==> src/rtl/cond_exec_stage.sv <==
// Execute-stage pipeline register with ARM conditional execution.
// Latches decoder controls, gates side effects on the NZCV condition and updates the flags.
module cond_exec_stage #(
    parameter int COND_W   = 4,
    parameter int BYTEEN_W = 4
) (
    input  logic                clk,
    input  logic                reset_n,
    input  logic                StallE,
    input  logic                FlushE,
    input  logic [COND_W-1:0]   CondD,
    input  logic                PCSD,
    input  logic                RegWD,
    input  logic                MemWD,
    input  logic                MemtoRegD,
    input  logic                ALUSrcD,
    input  logic                BranchD,
    input  logic                BranchLinkEnD,
    input  logic [1:0]          FlagWD,
    input  logic [3:0]          ALUControlD,
    input  logic [BYTEEN_W-1:0] ByteEnD,
    input  logic [3:0]          ALUFlags,
    output logic [3:0]          ALUControlE,
    output logic [BYTEEN_W-1:0] ByteEnE,
    output logic                MemtoRegE,
    output logic                ALUSrcE,
    output logic                CondExE,
    output logic                RegWriteE,
    output logic                MemWriteE,
    output logic                PCSrcE,
    output logic                BranchTakenE,
    output logic                BranchLinkE,
    output logic [3:0]          Flags
);

    // Pass/fail of a condition field against an {N,Z,C,V} flag set.
    function automatic logic f_cond_pass(input logic [COND_W-1:0] cond, input logic [3:0] nzcv);
        logic n, z, c, v;
        logic pass;
        {n, z, c, v} = nzcv;
        case (cond)
            4'b0000: pass = z;
            4'b0001: pass = ~z;
            4'b0010: pass = c;
            4'b0011: pass = ~c;
            4'b0100: pass = n;
            4'b0101: pass = ~n;
            4'b0110: pass = v;
            4'b0111: pass = ~v;
            4'b1000: pass = c & ~z;
            4'b1001: pass = ~c | z;
            4'b1010: pass = (n == v);
            4'b1011: pass = (n != v);
            4'b1100: pass = ~z & (n == v);
            4'b1101: pass = z | (n != v);
            4'b1110: pass = 1'b1;
            default: pass = 1'b0;
        endcase
        return pass;
    endfunction

    logic                r_valid;
    logic [COND_W-1:0]   r_cond;
    logic                r_pcs;
    logic                r_regw;
    logic                r_memw;
    logic                r_memtoreg;
    logic                r_alusrc;
    logic                r_branch;
    logic                r_blink;
    logic [1:0]          r_flagw;
    logic [3:0]          r_aluctl;
    logic [BYTEEN_W-1:0] r_byteen;
    logic [3:0]          r_flags;

    logic w_condex;
    logic w_pcsrc;
    logic w_squash;
    logic w_flag_upd;

    // Condition result and the squash of the wrong-path instruction behind a taken PC write.
    always_comb begin
        w_condex   = r_valid & f_cond_pass(r_cond, r_flags);
        w_pcsrc    = r_pcs & w_condex;
        w_squash   = w_pcsrc & ~StallE;
        w_flag_upd = w_condex & ~StallE;
    end

    // E register: bubble on flush/squash, hold on stall, otherwise capture D.
    always_ff @(posedge clk or negedge reset_n) begin
        if (!reset_n) begin
            r_valid    <= 1'b0;
            r_cond     <= {COND_W{1'b0}};
            r_pcs      <= 1'b0;
            r_regw     <= 1'b0;
            r_memw     <= 1'b0;
            r_memtoreg <= 1'b0;
            r_alusrc   <= 1'b0;
            r_branch   <= 1'b0;
            r_blink    <= 1'b0;
            r_flagw    <= 2'b00;
            r_aluctl   <= 4'b0000;
            r_byteen   <= {BYTEEN_W{1'b0}};
        end else if (FlushE || w_squash) begin
            r_valid    <= 1'b0;
            r_cond     <= {COND_W{1'b0}};
            r_pcs      <= 1'b0;
            r_regw     <= 1'b0;
            r_memw     <= 1'b0;
            r_memtoreg <= 1'b0;
            r_alusrc   <= 1'b0;
            r_branch   <= 1'b0;
            r_blink    <= 1'b0;
            r_flagw    <= 2'b00;
            r_aluctl   <= 4'b0000;
            r_byteen   <= {BYTEEN_W{1'b0}};
        end else if (!StallE) begin
            r_valid    <= 1'b1;
            r_cond     <= CondD;
            r_pcs      <= PCSD;
            r_regw     <= RegWD;
            r_memw     <= MemWD;
            r_memtoreg <= MemtoRegD;
            r_alusrc   <= ALUSrcD;
            r_branch   <= BranchD;
            r_blink    <= BranchLinkEnD;
            r_flagw    <= FlagWD;
            r_aluctl   <= ALUControlD;
            r_byteen   <= ByteEnD;
        end
    end

    // Architectural flags: only an executing, non-stalled instruction writes them.
    always_ff @(posedge clk or negedge reset_n) begin
        if (!reset_n) begin
            r_flags <= 4'b0000;
        end else if (w_flag_upd) begin
            if (r_flagw[1]) begin
                r_flags[3:2] <= ALUFlags[3:2];
            end
            if (r_flagw[0]) begin
                r_flags[1:0] <= ALUFlags[1:0];
            end
        end
    end

    // Output mapping: pass-through fields and condition-gated side effects.
    always_comb begin
        ALUControlE  = r_aluctl;
        ByteEnE      = r_byteen;
        MemtoRegE    = r_memtoreg;
        ALUSrcE      = r_alusrc;
        CondExE      = w_condex;
        RegWriteE    = r_regw & w_condex;
        MemWriteE    = r_memw & w_condex;
        PCSrcE       = w_pcsrc;
        BranchTakenE = r_branch & w_condex;
        BranchLinkE  = r_blink & w_condex;
        Flags        = r_flags;
    end

endmodule

==> config.mk <==
export PLATFORM = sky130hd
export DESIGN_NAME = cond_exec_stage
export DESIGN_NICKNAME = d
export VERILOG_FILES = /design/src/rtl/cond_exec_stage.sv
export SDC_FILE = /design/constraint.sdc
export NUM_CORES = 1
export LEC_CHECK = 0
export ABC_AREA = 1
export BUFFER_PORTS_ARGS = -buffer_cell sky130_fd_sc_hd__buf_2
export CAP_MARGIN = 20
export CORE_UTILIZATION = 40
export CTS_CLUSTER_SIZE = 24
export DETAILED_ROUTE_END_ITERATION = 6
export GPL_TIMING_DRIVEN = 0
export MAX_ROUTING_LAYER = met4
export PLACE_DENSITY_LB_ADDON = 0.12
export SLEW_MARGIN = 20
export SYNTH_ARGS = -nofsm -noshare
export SYNTH_HDL_FRONTEND = slang
export SYNTH_SLANG_ARGS = --single-unit
==> constraint.sdc <==
create_clock -name clk -period 4.2 [get_ports clk]
set_clock_uncertainty 0.2 [all_clocks]
set_input_delay 0.63 -clock clk [delete_from_list [all_inputs] [get_ports clk]]
set_output_delay 0.63 -clock clk [all_outputs]
set_load 0.01 [all_outputs]
==> results.md <==
* Cells after synthesis at between 150 and 200
* GRT overflow at 0
* # diodes at 0
* Placed cell areas at 1720 µm²
* Clk_lat worst skew at 0.32 ns
* Primary FF master, synth: dfrtp_1
* Post-Syn Area per Cell at about 8 µm²
* Synth area leaders: dfrtp_1 46%, nand2_1 19%, nand3_1 7.0%, nand3_2 6.3%, inv_1 3.7%
* FP Rows at 21
* Layout cells sized above 1 at 0.330
* # fillers at 369
* Number of synthesized register bits at 26
* Slew Viols, Final at 0
* Register-to-Register Path Depth at 10
* Most common cell in the netlist: nand2_1
* First-pass GRT wire length at between 5000 and 6000 µm
* # Post-CTS Setup Buffers at 0
* Overall global routing resource usage at 0.186
* TritonCTS Buffers at 3
* Starting Density at 0.423
* Cell taking the most area after synthesis: dfrtp_1
* Dpl cells at 272
* Syn Nets at 207
* Hold_buf cts at 0
* DRC viols at 0
* Synth-to-layout area growth at 23.5%
* Final Hold Vio Count at 0
* Post-synth ARST share at 1.00
* Fin nets at 260
* Worst VDD drop at 0.158 mV
* CP Max Fanout at 6
* Run status: finished, final reports clean
* Setup-failing EPs final at 0
* Chip width at 61.7 µm
* Max_slew headroom at 0.617
* # port buffers at 48
* Synth Cell Area at 1420 µm²
* Worst setup EP type: output pin
* Post_cts resized at 0
* Vias in the first global route at about 1100
* Critical path required time at 3.37 ns
* Die area at 3800 µm²
* F_max at between 300 and 400 MHz
* Layout Utilization at 0.523
* CP top delay family: flip-flops
* Seq/Total Area, Yosys at 0.457
* Final period util at 0.655
* Initial DRC count at 83
* Critical path cell sequence: inv_1 -> nor2_1 -> nand2_1 -> a21oi_1 -> nor2_2 -> a21oi_4 -> inv_1 -> nor2_1 -> buf_2
* Buffers plus inverters on the worst setup path at 3
* IO Count at 49
* Design Area, Final at 1760 µm²
* Pwr per Cell Area at 290 nW/µm²
* Setup TNS at 0 ns
* Routability Congestion at 0.787
* Slowest cell delay on critical path at 0.45 ns
* Yosys warns at 0
* Dpl hpwl at around 2300 µm
* Clock Sink Count at 26
* FF-to-FF Start: r_cond[2]$_DFFE_PN0P_
* H-tree level count at 1
* WP data arrival at 1.92 ns
* Fin cells at 276
* Largest net degree at the start of global routing at 27
* Tmin final at 2.75 ns
* Core ar. at 3360 µm²
* Clock tree buffer depth at 2
* Post-synth top area share at 0.457
* Yosys cell types at 23
* Worst hold path class: in2async
* WL final at about 3000 µm
* CTS tree: built
* Clock transition at path regs at 0.14 ns
* DR pass1 iterations at 4
* RSZ-0062 raised after global routing: false
* Worst Max-Slew Pin Slew at approximately 0.58 ns
* Antenna viol nets, final at 0
* Post-synth EDFFs at 0
* Synth top cells by count: 72 x nand2_1, 26 x dfrtp_1, 20 x nand3_1
* Initial antenna violation count at 0
* Lkg Pwr at 1.01 nW
* Routed len/inst at around 11 µm
* CP max-delay cell: dfrtp_1
* Crit path kind: reg2out
* Vias/cell at 4.64
* Total number of vias at between 1000 and 1500
* R2r setup slk at 2.38 ns
* Die height at ~62 µm
* R2R Path End: r_flagw[0]$_DFFE_PN0P_
* Root Buffer: clkbuf_4
* Critical Path Start Type: flip-flop
* Max Cap Viol at 0
## stage by stage
step | power (mW) | hold slack (ns) | setup WS [ns]
floorplan | 0.347 | 0.134 | 1.96
global placement | 0.390 | 0.258 | 1.82
detailed placement | 0.391 | 0.260 | 1.83
CTS | 0.518 | 0.105 | 1.45
global route | 0.543 | 0.116 | 1.29
finish | 0.510 | 0.0846 | 1.45
## placed cells by master (no fill, tap or decap), types with 2 or more instances in the layout
cell,count
clkbuf_8,2
nand3_2,9
inv_1,14
buf_2,48
nand3_1,20
nand2_2,2
buf_6,2
nand2_1,72
inv_2,3
nor2_1,11
dfrtp_1,26
clkbuf_4,3
nand4_1,6
## sequential cells by signal (all words and copies together) (netlist names)
name / count
r_valid: 1
ALUControlE: 4
MemtoRegE: 1
r_regw: 1
r_flagw: 2
ByteEnE: 4
r_memw: 1
r_branch: 1
r_blink: 1
r_pcs: 1
ALUSrcE: 1
Flags: 4
r_cond: 4
## worst reg2reg max path, cell delays in order (launching register included)
cell     delay, ns
dfrtp_1       0.45
inv_1         0.06
nor2_1        0.18
nand2_1       0.07
a21oi_1       0.16
nor2_2        0.10
nand2_4       0.10
nand3_4       0.11
buf_6         0.17
nand3_1       0.06
nand2_1       0.05
## kinds of logic (layout without fill, tap and decap cells)
logic type	count (synthesis)	count (layout)	synth area share
simple gates	126	126	0.429
compound gates	3	3	0.0211
buf+inv	23	75	0.0931
flops	26	26	0.457
## worst max path at each step
stage	start	end	slack [ns]	depth (start not counted)
3_5_place_dp	Flags[3]$_DFFE_PN0P_	PCSrcE	1.83	13
4_1_cts	r_cond[2]$_DFFE_PN0P_	BranchTakenE	1.45	9
2_1_floorplan	Flags[0]$_DFFE_PN0P_	BranchLinkE	1.96	11
6_report	r_cond[2]$_DFFE_PN0P_	BranchTakenE	1.45	9
5_1_grt	r_cond[0]$_DFFE_PN0P_	BranchTakenE	1.29	9
3_3_place_gp	r_cond[3]$_DFFE_PN0P_	BranchTakenE	1.82	11
## power breakdown
part | total (mW) | leakage [nW] | switching (mW) | internal (mW)
registers | 0.286 | 0.347 | 0.0188 | 0.267
logic | 0.0988 | 0.645 | 0.0578 | 0.0409
clock network | 0.125 | 0.0210 | 0.0723 | 0.0529
## area by class of cell
cell class,count,area (µm²),area share
Buffer,6,68.8,0.0391
Clock buffer,4,36.3,0.0206
Inverter,17,63.8,0.0363
Multi-Input combinational cell,129,641,0.364
Sequential cell,26,651,0.370
Tap cell,46,57.6,0.0327
Timing Repair Buffer,48,240,0.137
## layer usage
metal | global-route usage | up-vias | wire length (µm)
met5 | - | - | 0
met4 | 0.0381 | 0 | 17
met3 | 0.0252 | 2 | 143
met2 | 0.284 | 34 | 1330
met1 | 0.264 | 577 | 1530
li1 | - | 667 | -
Power figures use the tool's default switching activity.
